`config.mk`:
```
export PLATFORM = sky130hd
export DESIGN_NAME = lifo_stack_param_flat
export DESIGN_NICKNAME = d
export VERILOG_FILES = /design/src/rtl/lifo_stack_param_if.sv /design/src/rtl/lifo_stack_param.sv /design/src/flat_wrapper.sv
export SDC_FILE = /design/constraint.sdc
export NUM_CORES = 1
export LEC_CHECK = 0
export ABC_AREA = 1
export BUFFER_PORTS_ARGS = -buffer_cell sky130_fd_sc_hd__buf_2
export CAP_MARGIN = 10
export CORE_MARGIN = 8
export CORE_UTILIZATION = 35
export DETAILED_ROUTE_END_ITERATION = 16
export PLACE_DENSITY = 0.59
export SLEW_MARGIN = 25
export SYNTH_ARGS = -nofsm -noshare
export SYNTH_HDL_FRONTEND = slang
export SYNTH_SLANG_ARGS = --single-unit
```
`constraint.sdc`:
```
create_clock -name Clk -period 2.7 [get_ports Clk]
set_input_delay 0.27 -clock Clk [delete_from_list [all_inputs] [get_ports Clk]]
set_output_delay 0.27 -clock Clk [all_outputs]
set_load 0.005 [all_outputs]
```
`src/rtl/lifo_stack_param_if.sv`:
```
// Handshake/data bundle for lifo_stack_param. The master drives the strobes
// and push data; the slave (the stack) returns popped data and status.
interface lifo_stack_param_if #(
   parameter int WIDTH = 4,
   parameter int DEPTH = 8
);
   localparam int CW = $clog2(DEPTH + 1);

   logic             EN;
   logic             Push;
   logic             Pop;
   logic             Clear;
   logic [WIDTH-1:0] dataIn;
   logic [WIDTH-1:0] dataOut;
   logic             OutValid;
   logic             EMPTY;
   logic             FULL;
   logic             AlmostFull;
   logic [CW-1:0]    Count;
   logic             Overflow;
   logic             Underflow;

   // Strobes are sampled on the rising clock edge. OutValid pulses for one
   // cycle when dataOut was loaded by a successful pop; there is no backpressure.
   modport master (
      output EN, Push, Pop, Clear, dataIn,
      input  dataOut, OutValid, EMPTY, FULL, AlmostFull, Count, Overflow, Underflow
   );

   modport slave (
      input  EN, Push, Pop, Clear, dataIn,
      output dataOut, OutValid, EMPTY, FULL, AlmostFull, Count, Overflow, Underflow
   );
endinterface

```
`src/rtl/lifo_stack_param.sv`:
```
// Parametrised LIFO stack with push/pop/replace, occupancy count, almost-full
// threshold, sticky overflow/underflow flags and synchronous clear.
module lifo_stack_param #(
   parameter int WIDTH       = 4,
   parameter int DEPTH       = 8,
   parameter int AFULL_LEVEL = DEPTH - 2
) (
   input  logic                Clk,
   input  logic                Rst,
   lifo_stack_param_if.slave   bus
);
   localparam int CW = $clog2(DEPTH + 1);
   localparam int AW = (DEPTH > 1) ? $clog2(DEPTH) : 1;

   logic [WIDTH-1:0] mem_q [DEPTH];

   logic [CW-1:0]    count_q, count_d;
   logic [WIDTH-1:0] dout_q, dout_d;
   logic             valid_q, valid_d;
   logic             ovf_q, ovf_d;
   logic             unf_q, unf_d;

   logic             empty, full;
   logic             wr_en;
   logic [AW-1:0]    wr_idx;
   logic [AW-1:0]    top_idx;

   assign empty   = (count_q == '0);
   assign full    = (count_q == CW'(DEPTH));
   // Guarded so an empty stack never forms an out-of-range read index.
   assign top_idx = empty ? '0 : AW'(count_q - CW'(1));

   always_comb begin
      count_d = count_q;
      dout_d  = dout_q;
      valid_d = 1'b0;
      ovf_d   = ovf_q;
      unf_d   = unf_q;
      wr_en   = 1'b0;
      wr_idx  = AW'(count_q);
      if (!bus.EN) begin
         count_d = count_q;
      end else if (bus.Clear) begin
         count_d = '0;
         ovf_d   = 1'b0;
         unf_d   = 1'b0;
      end else begin
         unique case ({bus.Push, bus.Pop})
            2'b10: begin
               if (full) begin
                  ovf_d = 1'b1;
               end else begin
                  wr_en   = 1'b1;
                  count_d = count_q + CW'(1);
               end
            end
            2'b01: begin
               if (empty) begin
                  unf_d = 1'b1;
               end else begin
                  dout_d  = mem_q[top_idx];
                  valid_d = 1'b1;
                  count_d = count_q - CW'(1);
               end
            end
            2'b11: begin
               wr_en = 1'b1;
               if (empty) begin
                  // Push lands in slot 0; the pop half has nothing to return.
                  count_d = CW'(1);
                  unf_d   = 1'b1;
               end else begin
                  wr_idx  = top_idx;
                  dout_d  = mem_q[top_idx];
                  valid_d = 1'b1;
               end
            end
            default: count_d = count_q;
         endcase
      end
   end

   always_ff @(posedge Clk) begin
      if (!Rst) begin
         count_q <= '0;
         dout_q  <= '0;
         valid_q <= 1'b0;
         ovf_q   <= 1'b0;
         unf_q   <= 1'b0;
      end else begin
         count_q <= count_d;
         dout_q  <= dout_d;
         valid_q <= valid_d;
         ovf_q   <= ovf_d;
         unf_q   <= unf_d;
      end
   end

   // Storage has no reset; writes are blocked while reset is held.
   always_ff @(posedge Clk) begin
      if (Rst && wr_en) begin
         mem_q[wr_idx] <= bus.dataIn;
      end
   end

   assign bus.dataOut    = dout_q;
   assign bus.OutValid   = valid_q;
   assign bus.Count      = count_q;
   assign bus.EMPTY      = empty;
   assign bus.FULL       = full;
   assign bus.AlmostFull = (count_q >= CW'(AFULL_LEVEL));
   assign bus.Overflow   = ovf_q;
   assign bus.Underflow  = unf_q;
endmodule

```
`src/flat_wrapper.sv`:
```
// flat-port wrapper written by rule: the top's interface ports become plain ports
module lifo_stack_param_flat 
#(
   parameter int WIDTH       = 4,
   parameter int DEPTH       = 8,
   parameter int AFULL_LEVEL = DEPTH - 2
)
  (Clk, Rst, bus_EN, bus_Push, bus_Pop, bus_Clear, bus_dataIn, bus_dataOut, bus_OutValid, bus_EMPTY, bus_FULL, bus_AlmostFull, bus_Count, bus_Overflow, bus_Underflow);
  lifo_stack_param_if #(.WIDTH(WIDTH), .DEPTH(DEPTH)) bus_i ();
  input  logic Clk;
  input  logic Rst;
  input wire logic [$bits(bus_i.EN)-1:0] bus_EN;
  input wire logic [$bits(bus_i.Push)-1:0] bus_Push;
  input wire logic [$bits(bus_i.Pop)-1:0] bus_Pop;
  input wire logic [$bits(bus_i.Clear)-1:0] bus_Clear;
  input wire logic [$bits(bus_i.dataIn)-1:0] bus_dataIn;
  output wire logic [$bits(bus_i.dataOut)-1:0] bus_dataOut;
  output wire logic [$bits(bus_i.OutValid)-1:0] bus_OutValid;
  output wire logic [$bits(bus_i.EMPTY)-1:0] bus_EMPTY;
  output wire logic [$bits(bus_i.FULL)-1:0] bus_FULL;
  output wire logic [$bits(bus_i.AlmostFull)-1:0] bus_AlmostFull;
  output wire logic [$bits(bus_i.Count)-1:0] bus_Count;
  output wire logic [$bits(bus_i.Overflow)-1:0] bus_Overflow;
  output wire logic [$bits(bus_i.Underflow)-1:0] bus_Underflow;
  assign bus_i.EN = bus_EN;
  assign bus_i.Push = bus_Push;
  assign bus_i.Pop = bus_Pop;
  assign bus_i.Clear = bus_Clear;
  assign bus_i.dataIn = bus_dataIn;
  assign bus_dataOut = bus_i.dataOut;
  assign bus_OutValid = bus_i.OutValid;
  assign bus_EMPTY = bus_i.EMPTY;
  assign bus_FULL = bus_i.FULL;
  assign bus_AlmostFull = bus_i.AlmostFull;
  assign bus_Count = bus_i.Count;
  assign bus_Overflow = bus_i.Overflow;
  assign bus_Underflow = bus_i.Underflow;
  lifo_stack_param #(.WIDTH(WIDTH), .DEPTH(DEPTH), .AFULL_LEVEL(AFULL_LEVEL)) u_core (.Clk(Clk), .Rst(Rst), .bus(bus_i));
endmodule
```
# [Word level (Yosys, flattened, before mapping)]
# Memory sizes are Yosys's and may differ from the RTL's. A register that Yosys moved wholly into a read port is not among the register bits.
# Index checks and enable logic that the tools add are counted.
[totals] ff_bits=7 ram_bits=32 input_bits=10 out_inout_bits=14 elab_cells=57 memories=1
[classes] n_addsub=2 magnitude_cmp=1 n_eq_ne=7 muxes=23 bitwise=5 n_reduce_logical=14
[memory_table] name="u_core.mem_q" words=8 word_bits=4 read_ports=1 rd_ports_with_merged_regs=1 wr=1 line_no="lifo_stack_param.sv:15" source="logic [WIDTH-1:0] mem_q [DEPTH];"
[op_table] operator="$mux W4" n=4
[op_table] operator="$mux W3" n=5
[op_table] operator="$mux W1" n=12
[op_table] operator="$pmux W4 S3" n=1
[op_table] operator="$reduce_bool A2 Y1" n=4
[op_table] operator="$ne A3 B3 Y1 const B" n=2
[op_table] operator="$reduce_and A3 Y1" n=2
[op_table] operator="$not A1 Y1" n=5
[op_table] operator="$reduce_and A5 Y1" n=1
[op_table] operator="$add A4 B1 Y4 const B" n=1
[op_table] operator="$eq A2 B2 Y1 const B" n=2
[op_table] operator="$eq A4 B4 Y1 const B" n=1
[op_table] operator="$ge A4 B3 Y1 const B" n=1
[op_table] operator="$logic_not A4 Y1" n=1
[op_table] operator="$reduce_and A4 Y1" n=1
[op_table] operator="$reduce_bool A4 Y1" n=1
[op_table] operator="$reduce_or A4 Y1" n=1
[op_table] operator="$sub A4 B1 Y4 const B" n=1
[op_table] operator="$ne A3 B2 Y1 const B" n=1
[op_table] operator="$eq A2 B1 Y1 const B" n=1
[op_table] operator="$pmux W1 S2" n=1
[op_table] operator="$reduce_or A2 Y1" n=1
[op_table] operator="$logic_and A1 B1 Y1" n=1
[op_table] operator="$logic_not A1 Y1" n=1

# [Longest topological paths before layout]
# Gate-level depths: netlist of the first run.
[logic_depth] depth_word=8 mapped_depth=14

# [Worst setup path after synthesis of the first run]
# Ideal clock, no wire load.
[synth_path] path_type="flip-flop to flip-flop" start="reg u_core.count_q[0], in the netlist u_core.bus.Count[0]" end="mem u_core.mem_q[7][0] (enable)" setup_ns=0.329 arrival_time_ns=1.966 required_ns=2.371 path_slack_ns=0.405 stages_incl_launch_ff=10 path_cell_list="dfxtp_1 -> inv_1 -> ha_1 -> nand2_4 -> buf_2 -> ha_1 -> nor2_1 -> a21oi_1 -> nand2b_1 -> nor2_1"
[synth_between] elab_chain_len=8
[synth_rtl] item="start, declared" line_no="lifo_stack_param.sv:17" source="logic [CW-1:0] count_q, count_d;"
[synth_rtl] item="start signal, assigned" line_no="lifo_stack_param.sv:91" source="count_q <= count_d;"
[synth_rtl] item="$eq A4 B4 Y1" line_no="lifo_stack_param.sv:29" source="assign full = (count_q == CW'(DEPTH));"
[synth_rtl] item="$mux W1" line_no="lifo_stack_param.sv:50" source="if (full) begin"
[synth_rtl] item="$pmux W1 S2" line_no="lifo_stack_param.sv:48" source="unique case ({bus.Push, bus.Pop})"
[synth_rtl] item="$mux W1" line_no="lifo_stack_param.sv:43" source="end else if (bus.Clear) begin"
[synth_rtl] item="$mux W1" line_no="lifo_stack_param.sv:41" source="if (!bus.EN) begin"
[synth_rtl] item="$logic_and A1 B1 Y1" line_no="lifo_stack_param.sv:101" source="if (Rst && wr_en) begin"
[synth_rtl] item="$mux W1" line_no="lifo_stack_param.sv:101"
[synth_rtl] item="$mux W1 (not written as such)" line_no="lifo_stack_param.sv:102" source="mem_q[wr_idx] <= bus.dataIn;"
[synth_rtl] item="end, declared" line_no="lifo_stack_param.sv:15"
# Several ways; a longest one is shown, not always the timed one.

# [Worst setup path in the final report of the first run]
[layout_path] start="reg u_core.count_q[0], in the netlist u_core.bus.Count[0]" end="mem u_core.mem_q[1][3] (enable)"
# The elaborated chain is that of the path after synthesis.

==> summary.txt, run 1 <==
Status
  – Status: finished, final reports clean

Route
  – Remaining DRCs: 0
  – Via-per-instance ratio: 4.72
  – Final WL: 4800 um
  – Vias: 1748
  – Remaining antenna violation count: 0
  – Total iterations of the first detailed-routing run: 4
  – DR iter-0 viols: 82
  – Wirelength per Cell: 13.0 um

Floorplanning
  – Core area: 6310 um2
  – DIE AREA: 9290 um2
  – Chip width: 96.4 um
  – IO Pins: 24
  – Initial Util: 35.8%
  – DIE HEIGHT: 96.4 um
  – Row count: 29

Critical path
  – Critical Path RT: 2670 ps
  – Crit. End Element: register
  – Critical-path cell list: inv_1 -> ha_1 -> nand2_4 -> ha_1 -> nor2_1 -> a21oi_1 -> nand2b_1 -> nor2_1
  – WS Path Type: register to register
  – Startpoint type of the worst setup path: register
  – Arrival time worst endpoint: 2480 ps
  – Buf/Inv on CP: 1
  – Slowest CP cell: dfxtp_1
  – Worst path max stage delay: 470 ps
  – Cell family with most CP delay: simple AND/OR/NAND/NOR gates
  – CP Max Fanout: 16

GRT
  – Gr ovfl total: 0
  – Vias in the first global route: 1694
  – Pin count of the biggest net entering global routing: 33
  – First-pass GRT wire length: 8110 um
  – GRT Util Overall: 11.3%
  – Initial antenna violation count: 0

Layout
  – Nets: 307
  – Most common cell after layout, fill and taps aside: nand2_1
  – Register area: 1180 um2
  – Multi-input logic area: 871 um2
  – ANT cells: 0
  – Area Overhead vs Synth: 12.5%
  – Filler instances: 643
  – Layout cells sized above 1: 14.3%
  – Most frequent cells in the layout: nand2_1 (71), inv_1 (39), edfxtp_1 (32)

Power
  – Leak Pwr: 1.17 nW
  – Power per cell area: 625 nW/um2
  – Worst vdd ir: 0.304 mV

Timing
  – Slew HR: 71.5%
  – Unrepaired setup endpoints after global routing: yes
  – Final setup viols: 0
  – Hold WS: 272 ps
  – Max-slew violations: 0
  – Fin crit share: 92.8%
  – Slew @ Worst Pin: 427 ps
  – Worst setup margin: 195 ps
  – Fmax: 0.399 GHz
  – Max Clock Skew: 9.16 ps
  – Hold Violations, Final: 0
  – Min Clock Period, post-route: 2500 ps

Placed design
  – DP Worst Slack: 217 ps
  – Final HPWL DP: 3550 um
  – Routability Congestion: 0.880
  – Buffers added on ports: 23

Logic synthesis
  – Cell area after synthesis: 2260 um2
  – Main synth FF type: edfxtp_1
  – #FFs+latches synth: 43
  – Post-synth EDFFs: 32
  – Post-synthesis sequential area ratio: 52.2%
  – Post-synth ARST share: 0%
  – Mapped Cells: 269
  – Number of distinct library cells after synthesis: 26
  – Post-Syn Nets: 284
  – Yosys warning total: 0
  – Avg Cell Area, Syn: 8.40 um2

Clocking
  – H-tree levels: 2
  – Hold-fix buffers, CTS: 0
  – Clk sink count: 43
  – Resize count post-CTS: 0
  – Cts bufs inserted: 5
  – CTS root buf: clkbuf_8
  – Setup Buffers After CTS: 0
  – CTS tree: yes
  – Clock slew at the register clock pins of the worst setup and hold paths: 90 ps
  – Clock buffer depth: 2
  – Worst-Skew Late Latency: 300 ps

Worst hold path
  – Hold Path Class: input port to register

Flow run
  – Number of max-cap violations: 0
cell usage after synthesis (3+ instances only):
cell	number	share of area, %
nand2_1	71	12
nor2_1	23	3.8
nand3_1	31	6.9
a21oi_1	5	1.1
nand2_4	3	1.5
inv_1	39	6.5
o21a_1	4	1.3
ha_1	5	2.8
o21ai_0	19	4.2
dfxtp_1	11	9.7
clkbuf_1	3	0.50
edfxtp_1	32	43
o21ai_1	3	0.66
nor3_1	3	0.66
sequential cells by signal, indices dropped and copies added, names as in the netlist:
signal / cells
u_core.bus.Count: 4
u_core.bus.OutValid: 1
u_core.bus.Overflow: 1
u_core.bus.Underflow: 1
u_core.bus.dataOut: 4
u_core.mem_q: 32
metrics by stage:
stage | setup TNS, ps | instance area (um2) | std cells | power (W) | util [%]
after CTS | 0 | 2540 | 370 | 0.00160 | 40.3
final | 0 | 2540 | 370 | 0.00159 | 40.3
after floorplan | 0 | 2260 | 269 | 0.00101 | -
after global placement | 0 | 2430 | 362 | 0.00109 | 38.5
after global routing | -110 | 2540 | 370 | 0.00168 | 40.3
after detailed placement | 0 | 2430 | 362 | 0.00109 | 38.5
worst register-to-register path: cells and delay by family (launching register included):
kind            cells  cell delay, ps
fa+ha+maj           2             590
compound gates      1              70
simple gates        4             880
flops               1             470
buf+inv             1             180
cell families (layout without fill, tap and decap cells):
kind of cell               after synthesis  count (layout)  synth area share [%]
adders and majority gates                5               5                  2.77
and+or+nand+nor                        140             140                  28.1
AOI/OAI and AO/OA                       32              32                  7.64
DFF                                     43              43                  52.2
buffers and inverters                   49              73                  9.24
final timing paths:
check / endpoint / start / slack, ps / cells past startpoint
max: u_core.mem_q[1][3] / u_core.bus.Count[0] / 200 / 8
min: u_core.mem_q[1][0] / bus_dataIn[0] / 270 / 1
max reg2reg: u_core.mem_q[1][3] / u_core.bus.Count[0] / 200 / 8
min reg2reg: u_core.bus.Overflow / u_core.bus.Overflow / 450 / 2
area by class of cell:
cell class / instances / share of cell area, %
Clock buffer: 5 / 2.71
Clock inverter: 3 / 1.82
Inverter: 40 / 5.90
Multi-Input combinational cell: 177 / 34.2
Sequential cell: 43 / 46.4
Tap cell: 77 / 3.79
Timing Repair Buffer: 25 / 5.12
where the power goes:
part / leakage, nW / switching (W) / internal, W
combinational: 0.739 / 0.000226 / 0.000111
sequential: 0.378 / 0.0000138 / 0.000721
clock: 0.0548 / 0.000239 / 0.000279
total: 1.17 / 0.000479 / 0.00111
metal layers:
layer	vias to the layer above	track usage, %	part of all wire (%)	wire [um]
li1	913	-	-	-
met1	778	14.5	46	2230
met2	53	18.3	45	2180
met3	4	2.94	7.5	360
met4	0	3.15	0.71	34
met5	-	0	0	0
(Power assumes the default switching activity.)
==> run 2: changes to the inputs <==
- MAX_ROUTING_LAYER: default -> met4
- clock period: 2.7 -> 3 ns (I/O delays scaled with it)
==> run 2 against run 1 <==
Effect of this change: power decreased by 9.8%; clock skew increased by 3.5 ps; clock-buffer cell count unchanged; core utilization decreased by 0.099 points; non-clock buffer count decreased by 1; wire length increased by 1.4%; worst hold slack improved by 28 ps; maximum frequency increased by 1.2%; flip-flop and latch count unchanged; final cell count decreased by 0.27%; global-route usage increased by 0.46 points; largest cell class unchanged; highest routed layer unchanged.
==> summary.txt, run 2 (synthesized netlist as in run 1, its figures left out) <==
Clocking
  – Setup Buffers After CTS: 0 (unchanged)
  – Clk sink count: 43 (unchanged)
  – Clock slew at the register clock pins of the worst setup and hold paths: 100 ps (about the same)
  – CTS root buf: clkbuf_8
  – Hold-fix buffers, CTS: 0 (unchanged)
  – Resize count post-CTS: 0 (unchanged)
  – CTS tree: yes
  – H-tree levels: 2 (unchanged)
  – Cts bufs inserted: 5 (unchanged)
  – Worst-Skew Late Latency: 300 ps (about the same)
  – Clock buffer depth: 2 (unchanged)

Layout
  – ANT cells: 0 (unchanged)
  – Post-route cell area: 2540 um2 (-0.25%)
  – Largest register FFs: 32 (unchanged)
  – Final Instance Count excl. Fillers: 369 (-0.27%)
  – Layout cells sized above 1: 14.0% (-0.29 points)
  – Register area: 1180 um2 (unchanged)
  – Most frequent cells in the layout: nand2_1 (71), inv_1 (39), edfxtp_1 (32)
  – Multi-input logic area: 871 um2 (unchanged)
  – Fin util: 40.2% (-0.099 points)
  – Top reg by flops: u_core.mem_q
  – Nets: 306 (-0.33%)
  – Most common cell after layout, fill and taps aside: nand2_1
  – Filler instances: 651 (+1.2%)
  – Area Overhead vs Synth: 12.2%

Flow run
  – Number of max-cap violations: 0 (unchanged)

Timing
  – Fmax: 0.404 GHz (+1.2%)
  – Min Clock Period, post-route: 2480 ps (-29.1 ps)
  – Worst setup margin: 524 ps (+329 ps)
  – Setup_tns: 0 ps (unchanged)
  – Fin crit share: 82.5% (-10 points)
  – Max-slew violations: 0 (unchanged)
  – Slew HR: 72.0% (+0.55 points)
  – Max Clock Skew: 12.7 ps (+3.50 ps)
  – Final setup viols: 0 (unchanged)
  – Hold Violations, Final: 0 (unchanged)
  – Slew @ Worst Pin: 419 ps (-8.18 ps)
  – Unrepaired setup endpoints after global routing: no

Power
  – Power per cell area: 566 nW/um2 (-9.6%)
  – Clock network fraction of design power: 32.9% (+0.3 points)
  – Worst vdd ir: 0.262 mV (-14%)
  – Register share of total power: 46.3% (about the same)
  – Logic gate share of total power: 20.8% (-0.4 points)
  – Sw frac: 30.3% (+0.16 points)
  – Internal power: 0.00100 W (-10%)
  – Sw Pwr: 0.000435 W (-9.3%)
  – Leak Pwr: 1.17 nW (-0.11%)

Critical path
  – CP Max Fanout: 16 (unchanged)
  – Critical Path RT: 2970 ps (+300 ps)
  – Source of the critical timing path: u_core.bus.Count[0]
  – FF-to-FF path depth: 8 (unchanged)
  – Crit. End Element: register
  – Slowest CP cell: dfxtp_1
  – Arrival time worst endpoint: 2450 ps (-30 ps)
  – R2R Setup Slk: 520 ps (+330 ps)
  – Worst path max stage delay: 450 ps (-20 ps)
  – Reg2reg start: u_core.bus.Count[0]
  – Worst R2R End: u_core.mem_q[1][1]
  – WS Path Type: register to register
  – Startpoint type of the worst setup path: register
  – Critical-path cell list: inv_1 -> ha_1 -> nand2_4 -> ha_1 -> nor2_1 -> a21oi_1 -> nand2b_1 -> nor2_1

Route
  – Vias: 1750 (+0.11%)
  – Final WL: 4870 um (+1.4%)
  – DR iter-0 viols: 55 (-33%)
  – Via-per-instance ratio: 4.74 (+0.39%)
  – Remaining DRCs: 0 (unchanged)
  – Wirelength per Cell: 13.2 um (+1.6%)
  – Remaining antenna violation count: 0 (unchanged)
  – Total iterations of the first detailed-routing run: 5 (+1)

Placed design
  – Placed Instances: 361 (-0.28%)
  – Buffers added on ports: 23 (unchanged)
  – Routability Congestion: 0.897 (+2.0%)
  – Post-place instance area: 2420 um2 (-0.31%)
  – DP Worst Slack: 549 ps (+332 ps)
  – Final HPWL DP: 3580 um (+0.81%)

GRT
  – Initial antenna violation count: 0 (unchanged)
  – Vias in the first global route: 1653 (-2.4%)
  – First-pass GRT wire length: 7920 um (-2.3%)
  – Gr ovfl total: 0 (unchanged)
  – GRT Util Overall: 11.7% (+0.46 points)
  – Pin count of the biggest net entering global routing: 33 (unchanged)

Floorplanning
  – IO Pins: 24 (unchanged)
  – Initial Util: 35.8% (unchanged)
  – Chip width: 96.4 um (unchanged)
  – Core area: 6310 um2 (unchanged)
  – DIE HEIGHT: 96.4 um (unchanged)
  – DIE AREA: 9290 um2 (unchanged)
  – Row count: 29 (unchanged)

Status
  – Status: finished, final reports clean

Worst hold path
  – Hold Path Class: input port to register
  – Worst hold start: bus_dataIn[0]
  – Hold path cells: 1 (unchanged)
  – Worst Hold Endpoint: u_core.mem_q[7][0]
==> run 2: worst max-delay path, delay by kind of cell, from the launching register on <==
family | cells | cell delay [ps]
and+or+nand+nor | 4 | 870
adders and majority gates | 2 | 590
DFF | 1 | 450
buffers and inverters | 1 | 170
AOI/OAI and AO/OA | 1 | 70
==> run 2: layer usage <==
layer | track usage (%) | wire length [um] | vias to the layer above
met5 | - | 0 | -
met2 | 17.5 | 2180 | 66
met4 | 5.30 | 74 | 0
met3 | 3.40 | 376 | 9
li1 | - | - | 916
met1 | 14.4 | 2240 | 759
==> run 2: metrics by stage <==
stage | hold WS [ps] | power (W)
2_1_floorplan | 399 | 0.000906
3_3_place_gp | 433 | 0.000977
3_5_place_dp | 435 | 0.000976
4_1_cts | 306 | 0.00145
5_1_grt | 309 | 0.00153
6_report | 300 | 0.00143
==> run 2: how the worst max path moves through the flow <==
stage	to	slack (ps)	cells past startpoint
6_report	u_core.mem_q[1][1]	520	8
5_1_grt	u_core.mem_q[7][2]	320	8
4_1_cts	u_core.mem_q[1][1]	530	8
3_5_place_dp	u_core.mem_q[1][1]	550	8
3_3_place_gp	u_core.mem_q[6][1]	620	8
2_1_floorplan	u_core.mem_q[7][0]	700	9
==> run 2: final cells by class <==
class                   count  area share (%)
flip-flops and latches     43            46.5
clock inverters             3            1.87
well taps                  77            3.80
multi-input cells         177            34.3
inverters                  40            5.92
clock buffers               5            2.71
repair buffers             24            4.83
==> run 2: power by group through the flow <==
stage               combinational (W)  clock (W)  sequential, W
floorplan                    0.000232          0       0.000674
global placement             0.000299          0       0.000677
detailed placement           0.000298          0       0.000678
CTS                          0.000301   0.000488       0.000664
global route                 0.000345   0.000515       0.000666
finish                       0.000298   0.000472       0.000664
